File: config.mk
export PLATFORM = sky130hd
export DESIGN_NAME = sprite_fetch_agu
export DESIGN_NICKNAME = d
export VERILOG_FILES = /design/src/rtl/sprite_pkg.sv /design/src/rtl/sprite_desc_table.sv /design/src/rtl/sprite_fetch_agu.sv
export SDC_FILE = /design/constraint.sdc
export NUM_CORES = 1
export LEC_CHECK = 0
export BUFFER_PORTS_ARGS = -buffer_cell sky130_fd_sc_hd__buf_2
export CELL_PAD_IN_SITES_DETAIL_PLACEMENT = 1
export CELL_PAD_IN_SITES_GLOBAL_PLACEMENT = 1
export CORE_ASPECT_RATIO = 0.7
export CORE_MARGIN = 2
export CORE_UTILIZATION = 45
export CTS_BUF_LIST = sky130_fd_sc_hd__clkbuf_16
export DETAILED_ROUTE_END_ITERATION = 8
export PLACE_DENSITY_LB_ADDON = 0.3
export SLEW_MARGIN = 30
export SYNTH_ARGS = -nofsm -noshare
export SYNTH_HDL_FRONTEND = slang
export SYNTH_SLANG_ARGS = --single-unit
File: constraint.sdc
create_clock -name Clk -period 21.1 [get_ports Clk]
set_clock_uncertainty 0.05 [all_clocks]
set_input_delay 4.22 -clock Clk [delete_from_list [all_inputs] [get_ports Clk]]
set_output_delay 4.22 -clock Clk [all_outputs]
set_load 0.005 [all_outputs]
File: src/rtl/sprite_pkg.sv
// Shared types and default sizing for the sprite fetch address generator.
// The descriptor struct is sized by the package defaults.
package sprite_pkg;

  localparam int unsigned NumSpritesDef = 16;
  localparam int unsigned AddrWDef      = 20;
  localparam int unsigned DimWDef       = 10;

  typedef struct packed {
    logic [AddrWDef-1:0] base;
    logic [DimWDef-1:0]  w;
    logic [DimWDef-1:0]  h;
  } sprite_desc_t;

  typedef enum logic [1:0] {
    StIdle,
    StLookup,
    StStream
  } agu_state_e;

  // A request produces no beats when the sprite is empty or the row is outside it.
  function automatic logic desc_reject(sprite_desc_t desc, logic mode, logic [DimWDef-1:0] row);
    return (desc.w == '0) || (desc.h == '0) || (mode && (row >= desc.h));
  endfunction

endpackage

File: src/rtl/sprite_desc_table.sv
// Runtime-loadable sprite descriptor register file: one write port, one async read port.
module sprite_desc_table
  import sprite_pkg::*;
#(
  parameter int unsigned NUM_SPRITES = NumSpritesDef,
  localparam int unsigned IDX_W      = $clog2(NUM_SPRITES)
) (
  input  logic               Clk,
  input  logic               Reset_n,
  input  logic               we,
  input  logic [IDX_W-1:0]   widx,
  input  sprite_desc_t       wdata,
  input  logic [IDX_W-1:0]   ridx,
  output sprite_desc_t       rdata
);

  sprite_desc_t mem_q [NUM_SPRITES];

  always_ff @(posedge Clk or negedge Reset_n) begin
    if (!Reset_n) begin
      for (int i = 0; i < int'(NUM_SPRITES); i++) begin
        mem_q[i] <= '0;
      end
    end else if (we) begin
      mem_q[widx] <= wdata;
    end
  end

  // Read returns the pre-edge contents, so a same-cycle write is not visible.
  assign rdata = mem_q[ridx];

endmodule

File: src/rtl/sprite_fetch_agu.sv
// Sprite fetch address generator: looks up a descriptor and streams row-major SRAM
// pixel addresses for a whole sprite or a single row under valid/ready flow control.
module sprite_fetch_agu
  import sprite_pkg::*;
#(
  parameter int unsigned NUM_SPRITES = NumSpritesDef,
  parameter int unsigned ADDR_W      = AddrWDef,
  parameter int unsigned DIM_W       = DimWDef,
  localparam int unsigned IDX_W      = $clog2(NUM_SPRITES)
) (
  input  logic              Clk,
  input  logic              Reset_n,
  input  logic              cfg_we,
  input  logic [IDX_W-1:0]  cfg_idx,
  input  logic [ADDR_W-1:0] cfg_base,
  input  logic [DIM_W-1:0]  cfg_w,
  input  logic [DIM_W-1:0]  cfg_h,
  input  logic              req_valid,
  output logic              req_ready,
  input  logic [IDX_W-1:0]  req_sprite,
  input  logic              req_mode,
  input  logic [DIM_W-1:0]  req_row,
  output logic              addr_valid,
  input  logic              addr_ready,
  output logic [ADDR_W-1:0] Addr,
  output logic [DIM_W-1:0]  pix_x,
  output logic [DIM_W-1:0]  pix_y,
  output logic              last,
  output logic              busy,
  output logic              err
);

  agu_state_e          state_q;
  logic [IDX_W-1:0]    sprite_q;
  logic                mode_q;
  logic [DIM_W-1:0]    row_q;
  logic [DIM_W-1:0]    w_q;
  logic [DIM_W-1:0]    h_q;

  sprite_desc_t        wdesc;
  sprite_desc_t        rdesc;
  logic [2*DIM_W-1:0]  row_off;
  logic [ADDR_W-1:0]   start_addr;
  logic                lookup_bad;
  logic                lookup_last;
  logic                row_end;
  logic [DIM_W-1:0]    next_x;
  logic [DIM_W-1:0]    next_y;
  logic                next_last;

  assign wdesc = '{base: cfg_base, w: cfg_w, h: cfg_h};

  sprite_desc_table #(
    .NUM_SPRITES (NUM_SPRITES)
  ) u_table (
    .Clk     (Clk),
    .Reset_n (Reset_n),
    .we      (cfg_we),
    .widx    (cfg_idx),
    .wdata   (wdesc),
    .ridx    (sprite_q),
    .rdata   (rdesc)
  );

  always_comb begin
    row_off     = (2*DIM_W)'(row_q) * (2*DIM_W)'(rdesc.w);
    start_addr  = rdesc.base + (mode_q ? ADDR_W'(row_off) : '0);
    lookup_bad  = desc_reject(rdesc, mode_q, row_q);
    lookup_last = (rdesc.w == DIM_W'(1)) && (mode_q || (rdesc.h == DIM_W'(1)));
    row_end     = (pix_x == w_q - DIM_W'(1));
    next_x      = row_end ? '0 : pix_x + DIM_W'(1);
    next_y      = row_end ? pix_y + DIM_W'(1) : pix_y;
    next_last   = (next_x == w_q - DIM_W'(1)) && (mode_q || (next_y == h_q - DIM_W'(1)));
  end

  assign req_ready = (state_q == StIdle);
  assign busy      = (state_q != StIdle);

  always_ff @(posedge Clk or negedge Reset_n) begin
    if (!Reset_n) begin
      state_q    <= StIdle;
      sprite_q   <= '0;
      mode_q     <= 1'b0;
      row_q      <= '0;
      w_q        <= '0;
      h_q        <= '0;
      addr_valid <= 1'b0;
      Addr       <= '0;
      pix_x      <= '0;
      pix_y      <= '0;
      last       <= 1'b0;
      err        <= 1'b0;
    end else begin
      err <= 1'b0;
      unique case (state_q)
        StIdle: begin
          if (req_valid) begin
            sprite_q <= req_sprite;
            mode_q   <= req_mode;
            row_q    <= req_row;
            state_q  <= StLookup;
          end
        end
        StLookup: begin
          if (lookup_bad) begin
            err     <= 1'b1;
            state_q <= StIdle;
          end else begin
            w_q        <= rdesc.w;
            h_q        <= rdesc.h;
            Addr       <= start_addr;
            pix_x      <= '0;
            pix_y      <= mode_q ? row_q : '0;
            last       <= lookup_last;
            addr_valid <= 1'b1;
            state_q    <= StStream;
          end
        end
        StStream: begin
          if (addr_ready) begin
            Addr  <= Addr + ADDR_W'(1);
            pix_x <= next_x;
            pix_y <= next_y;
            last  <= next_last && !last;
            if (last) begin
              addr_valid <= 1'b0;
              state_q    <= StIdle;
            end
          end
        end
        default: state_q <= StIdle;
      endcase
    end
  end

endmodule

# --- Word-level counts from Yosys, hierarchy flattened ---
# Index checks and enable logic that the tools add are counted.
totals:
  in_bits: 64
  reg_bits: 720
  output_inout_bits: 45
op_classes:
  eq_ne: 11
  mul: 1
  n_mux: 33
  n_bitwise: 3
  reduce_logical: 20
  magnitude_cmp: 4
  add_sub_neg: 6
ops:
  columns: ["operator", "n"]
  rows:
  - ["$bwmux 640", 1]
  - ["$bmux 40 s4", 1]
  - ["$demux 40 s4", 1]
  - ["$mux 40", 3]
  - ["$mux 10", 7]
  - ["$mux 20", 3]
  - ["$pmux 10 s2", 2]
  - ["$pmux 20 s2", 1]
  - ["$eq 10x10->1", 3]
  - ["$add 10x1->10 const B", 2]
  - ["$add 20x1->20 const B", 1]
  - ["$add 20x20->20", 1]
  - ["$eq 10x1->1 const B", 2]
  - ["$logic_not 10->1", 2]
  - ["$mul 10x10->20", 1]
  - ["$sub 10x1->10 const B", 2]
  - ["$ge 10x10->1", 1]
  - ["$ge 5x5->1 const B", 2]
  - ["$not 4->5", 2]
  - ["$mux 2", 4]
  - ["$ne 2x2->1 const B", 4]
  - ["$mux 1", 7]
  - ["$pmux 2 s3", 1]
  - ["$reduce_and 3->1", 2]
  - ["other kinds (12)", 22]

# --- Logic depth before layout (Yosys ltp) ---
depth:
  word_depth: 9
  ltp_mapped: 34
  depth_no_buf: 31

# --- Hierarchy ---
# A second synthesis with hierarchy kept.
unflattened:
  cells_unflattened: 2879
  hier_area_um2: 37985.2
modules_own_cells:
  columns: ["mod", "cells_per_inst", "area_per_inst_um2", "n_inst", "seq_area_each_um2"]
  rows:
  - ["sprite_desc_table", 1750, 28467.3, 1, 16015.4]
  - ["sprite_fetch_agu", 1129, 9517.9, 1, 2001.9]

# --- Worst setup path after synthesis ---
# OpenSTA, ideal clock, no wires.
synth_timing:
  path_type: "register to register"
  startpoint: "reg sprite_q[0]"
  endpoint: "reg Addr[19]"
  path_stages_with_launch: 34
  setup_ps: 94
  slack_ps: 13132
  required_ps: 20956
  arrival_time_ps: 7824
  path_buffers: 4
  cell_sequence: "dfrtp_1 -> buf_6 -> buf_6 -> buf_2 -> mux4_2 -> mux4_2 -> clkbuf_1 -> and2_1 -> fa_1 -> fa_1 -> inv_1 -> fa_1 -> inv_1 -> fa_1 -> inv_1 -> fa_1 -> inv_1 -> ha_1 -> o21a_1 -> nor2_1 -> nor3_1 -> a21oi_1 -> o21bai_1 -> xnor2_1 -> nor2_1 -> ha_1 -> a211oi_1 -> nand2_1 -> o211ai_1 -> a21oi_1 -> o31ai_1 -> o311ai_0 -> xor2_1 -> a211oi_1"
synth_between:
  elab_chain_len: 9
  elab_cells_between_ends: 17
  cone_classes: "add/sub (1); mul (1); order compare (1); eq/ne (1); mux (6); bitwise (1); reduce/logical (6)"
synth_rtl:
  columns: ["item", "line_no", "text"]
  rows:
  - ["start, declared", "sprite_fetch_agu.sv:34", "logic [IDX_W-1:0] sprite_q;"]
  - ["start signal, assigned", "sprite_fetch_agu.sv:98", "sprite_q <= req_sprite;"]
  - ["$not 4->5 (implied by the code) *", "sprite_desc_table.sv:30", "assign rdata = mem_q[ridx];"]
  - ["$bmux 40 s4 *", "sprite_desc_table.sv:30", null]
  - ["$mux 40 (implied by the code) * (2 in a row)", "sprite_desc_table.sv:30", null]
  - ["$mul 10x10->20 (tied with other cells)", "sprite_fetch_agu.sv:66", "row_off = (2*DIM_W)'(row_q) * (2*DIM_W)'(rdesc.w);"]
  - ["$mux 20 (tied with other cells)", "sprite_fetch_agu.sv:67", "start_addr = rdesc.base + (mode_q ? ADDR_W'(row_off) : '0);"]
  - ["$add 20x20->20 or $logic_or 1x1->1 (tied branches)", "sprite_fetch_agu.sv:67, sprite_pkg.sv:23", null]
  - ["$mux 20 or $ne 2x2->1 (tied branches)", null, null]
  - ["$pmux 20 s2 or $reduce_and 3->1 (tied branches)", null, null]
  - ["end signal, assigned", "sprite_fetch_agu.sv:111", "Addr <= start_addr;"]
  - ["end signal, assigned", "sprite_fetch_agu.sv:121", "Addr <= Addr + ADDR_W'(1);"]
  - ["end, declared", "sprite_fetch_agu.sv:25", "output logic [ADDR_W-1:0] Addr,"]
# Every way passes the cells marked *; elsewhere a longest branch is shown, timed or not. The select of a mux whose other input is x is not followed.
# A chain may end at the register's enable or synchronous reset.

# --- Worst setup path after layout ---
# Same ends and word-level chain as after synthesis.

==> flow_metrics.tcl <==
set metrics [dict create \
    dieArea_sq_um 86700 \
    drt_first_pass_iters 5 \
    ys_warn_count 0 \
    synthesis.nets 2997 \
    leakage_nw 18.3 \
    cts.clk_slew.worst_paths_ps 70 \
    final_nets 3021 \
    antenna_found_initial 8 \
    crit_buf_inv 7 \
    p_comb_share_pct 18.4 \
    crit_path_max_incr_delay_ps 750 \
    synth.cell_area_sq_um 38000 \
    dpl.hpwl_microns 65400 \
    required_ps 21580 \
    syn_avg_cell_area_sq_um 13.6 \
    slew_violations 0 \
    areaGrowthSynthToFinish_pct 11.2 \
    htree_levels 3 \
    synth-simple-area-share_pct 5.36 \
    fin_util_pct 50.3 \
    drtIter0Drc 1633 \
    fmax_mhz 99.9 \
    grt_pass1_wl_microns 166000 \
    core_area_sq_um 83900 \
    dieWidth_microns 351 \
    max_slew_margin_pct 27.2 \
    pin_count 109 \
    hp-class "flop to flop" \
    critPathCaptureType "flop" \
    synth.ff_latch_count 720 \
    peakVddDrop_v 0.0000607 \
    worst_hold_slack_ps 450 \
    cts_buffer_depth 3 \
    p_sw_mw 1.06 \
    tritoncts "built" \
    start_util_pct 45.3 \
    yosysUniqueCellTypes 69 \
    wire_per_inst_microns 26.7 \
    routed-via-count 23900 \
    synth_compound_area_share_pct 3.95 \
    slowest_stage "buf_4" \
    grt_pass1_vias 26600 \
    synth_ff_type "dfrtp_1" \
    synth_top_family_by_area "multiplexers" \
    cts_hold_buf 0 \
    cts.sinks 720 \
    total_power_mw 3.95 \
    routed_wl_microns 107000 \
    viasPerCell 5.97 \
    drive_above_1_share_pct 40.5 \
    cts_buffers 72 \
    synth_edf_count 0 \
    grt_usage_pct 25.3 \
    synthAdderAreaFrac_pct 6.26 \
    stdcell_area_sq_um 42200 \
    rows 89 \
    intPower_mw 2.88 \
    synthMuxAreaShare_pct 31.8 \
    root_buffer "clkbuf_16" \
    fin_setup_tns_ps 0 \
    crit_type "flop to flop" \
    seq_area_frac_synth_pct 47.5 \
    ant_nets 0 \
    finalSetupViolCount 0 \
    status "finished clean" \
    postCtsSetupBuffers 0 \
    die_y_microns 247 \
    start_kind "flop" \
    grt_overflow 0 \
    powerDensity_nw_per_um2 93.5 \
    synth-xor-area-share_pct 1.87 \
    worst-path-max-fanout 37 \
    fin_crit_ps 10010 \
    route.detailed.drc 0 \
    p_sw_share_pct 27.0 \
    port_buffers 108 \
    cap_violations 0 \
    finalHoldViolCount 0 \
    insertion_delay_ps 630 \
    p_seq_share_pct 46.8 \
    async_reset_ff_share_pct 100 \
    dpl_cell_area_sq_um 39600 \
    cp_top_family "adder cells" \
    tightest_slew_ps 1060 \
    pwr-share-clk_pct 34.8 \
    cts_resized 0 \
    gp_congestion 0.859 \
    grt_max_degree 176 \
    min_period_over_period_pct 47.4 \
    syn_inst 2781 \
    rsz0062_at_grt "no" \
    critPathArrivalTime_ps 10490 \
]
[power by group through the flow]
stage	registers, mW	logic, mW	clock network (mW)
global route	1.88	0.789	1.46
global placement	1.82	0.678	0
finish	1.85	0.727	1.37
detailed placement	1.86	0.724	0
floorplan	1.80	0.525	0
CTS	1.84	0.731	1.40
[per-stage QoR]
stage,cells,worst slack [ps]
global placement,3860,10830
detailed placement,3866,11050
CTS,3996,10980
global route,3999,10300
floorplan,2781,13130
finish,4001,11090
[layout make-up]
| class | count | area, sq um |
|---|---|---|
| Multi-Input combinational cell | 1750 | 18800 |
| Fill cell | 8209 | 41600 |
| Antenna cell | 3 | 7.51 |
| Tap cell | 1137 | 1420 |
| Sequential cell | 720 | 18000 |
| Timing Repair Buffer | 152 | 1030 |
| Clock buffer | 74 | 1850 |
| Inverter | 109 | 409 |
| Clock inverter | 56 | 648 |
[registers in the layout, summed over array words and instances, names as in the netlist]
signal / cells
u_table.mem_q: 640
addr_valid: 1
pix_y: 10
state_q: 2
h_q: 10
err: 1
mode_q: 1
row_q: 10
w_q: 10
last: 1
Addr: 20
pix_x: 10
sprite_q: 4
[synth_stat cells (4+ instances only)]
| master | number | area, sq um |
|---|---|---|
| nand2b_1 | 16 | 100 |
| o31ai_1 | 7 | 52.6 |
| o22a_1 | 5 | 43.8 |
| nor3b_1 | 4 | 30.0 |
| o21a_1 | 7 | 52.6 |
| o21ai_1 | 4 | 20.0 |
| buf_1 | 43 | 161 |
| a211oi_1 | 14 | 105 |
| inv_1 | 109 | 409 |
| a21o_1 | 7 | 52.6 |
| mux2i_1 | 15 | 150 |
| a31oi_1 | 8 | 50.1 |
| nand2_1 | 107 | 402 |
| buf_2 | 22 | 110 |
| nor4_1 | 12 | 75.1 |
| and2_1 | 61 | 382 |
| o21ai_0 | 71 | 355 |
| fa_1 | 63 | 1260 |
| o211ai_1 | 6 | 45.0 |
| nor2b_1 | 9 | 56.3 |
| mux4_2 | 196 | 4410 |
| or2_2 | 7 | 43.8 |
| dfrtp_1 | 720 | 18000 |
| buf_4 | 6 | 45.0 |
| nor2_1 | 86 | 323 |
| or4_1 | 4 | 30.0 |
| mux2_2 | 668 | 7520 |
| o22ai_1 | 5 | 31.3 |
| nor3_1 | 26 | 130 |
| ha_1 | 89 | 1110 |
| nand4_1 | 12 | 75.1 |
| a32oi_1 | 5 | 43.8 |
| or3_1 | 7 | 43.8 |
| a21oi_1 | 56 | 280 |
| nand3b_1 | 5 | 37.5 |
| clkbuf_1 | 128 | 480 |
| nand3_1 | 33 | 165 |
| xnor2_1 | 54 | 473 |
| xor2_1 | 19 | 166 |
| a22oi_1 | 5 | 37.5 |
| and3_1 | 12 | 75.1 |
[cells in the final DEF (no fill, tap or decap), types with 8 or more instances in the layout]
cell type / count
buf_2: 107
o21ai_0: 71
a211oi_1: 14
nor4_1: 12
nor2_1: 77
nand3_1: 33
and2_1: 60
nand2_1: 106
clkinv_1: 14
nor3_1: 25
clkbuf_16: 74
mux4_2: 196
nand4_1: 12
a31oi_1: 8
nand2b_1: 13
bufinv_16: 13
inv_1: 120
dfrtp_1: 716
ha_1: 89
and3_1: 12
clkinv_2: 11
a21oi_1: 56
mux2i_1: 13
nor2_4: 9
xor2_1: 19
buf_4: 31
xnor2_1: 54
mux2_2: 668
fa_1: 63
[routing by layer]
metal	vias to the layer above	part of all wire (%)	GRT usage (%)
li1	10100	-	-
met1	13000	45	34.9
met2	548	49	42.6
met3	174	4.2	3.45
met4	6	2.0	6.02
met5	-	0.036	0
[worst paths after layout]
| check | from | endpoint | slack [ps] | cells past startpoint |
|---|---|---|---|---|
| worst min-delay path | u_table.mem_q[123] | u_table.mem_q[123] | 450 | 1 |
| min in group asynchronous | Reset_n | pix_y[2] | 3550 | 1 |
| max in group asynchronous | Reset_n | u_table.mem_q[507] | 15590 | 4 |
| worst max-delay path | sprite_q[0] | Addr[19] | 11090 | 32 |
| worst max register to register | sprite_q[0] | Addr[19] | 11090 | 32 |
| worst min register to register | u_table.mem_q[123] | u_table.mem_q[123] | 450 | 1 |
[cell families (layout without fill, tap and decap cells)]
| logic type | count (synthesis) | after routing |
|---|---|---|
| muxes | 879 | 879 |
| other | 0 | 3 |
| adders and majority gates | 152 | 152 |
| and+or+nand+nor | 407 | 407 |
| AOI/OAI and AO/OA | 236 | 236 |
| buffers and inverters | 311 | 391 |
| xor gates and xnor gates | 76 | 76 |
| DFF | 720 | 720 |
Note: power is estimated with default switching activity, not from simulation.
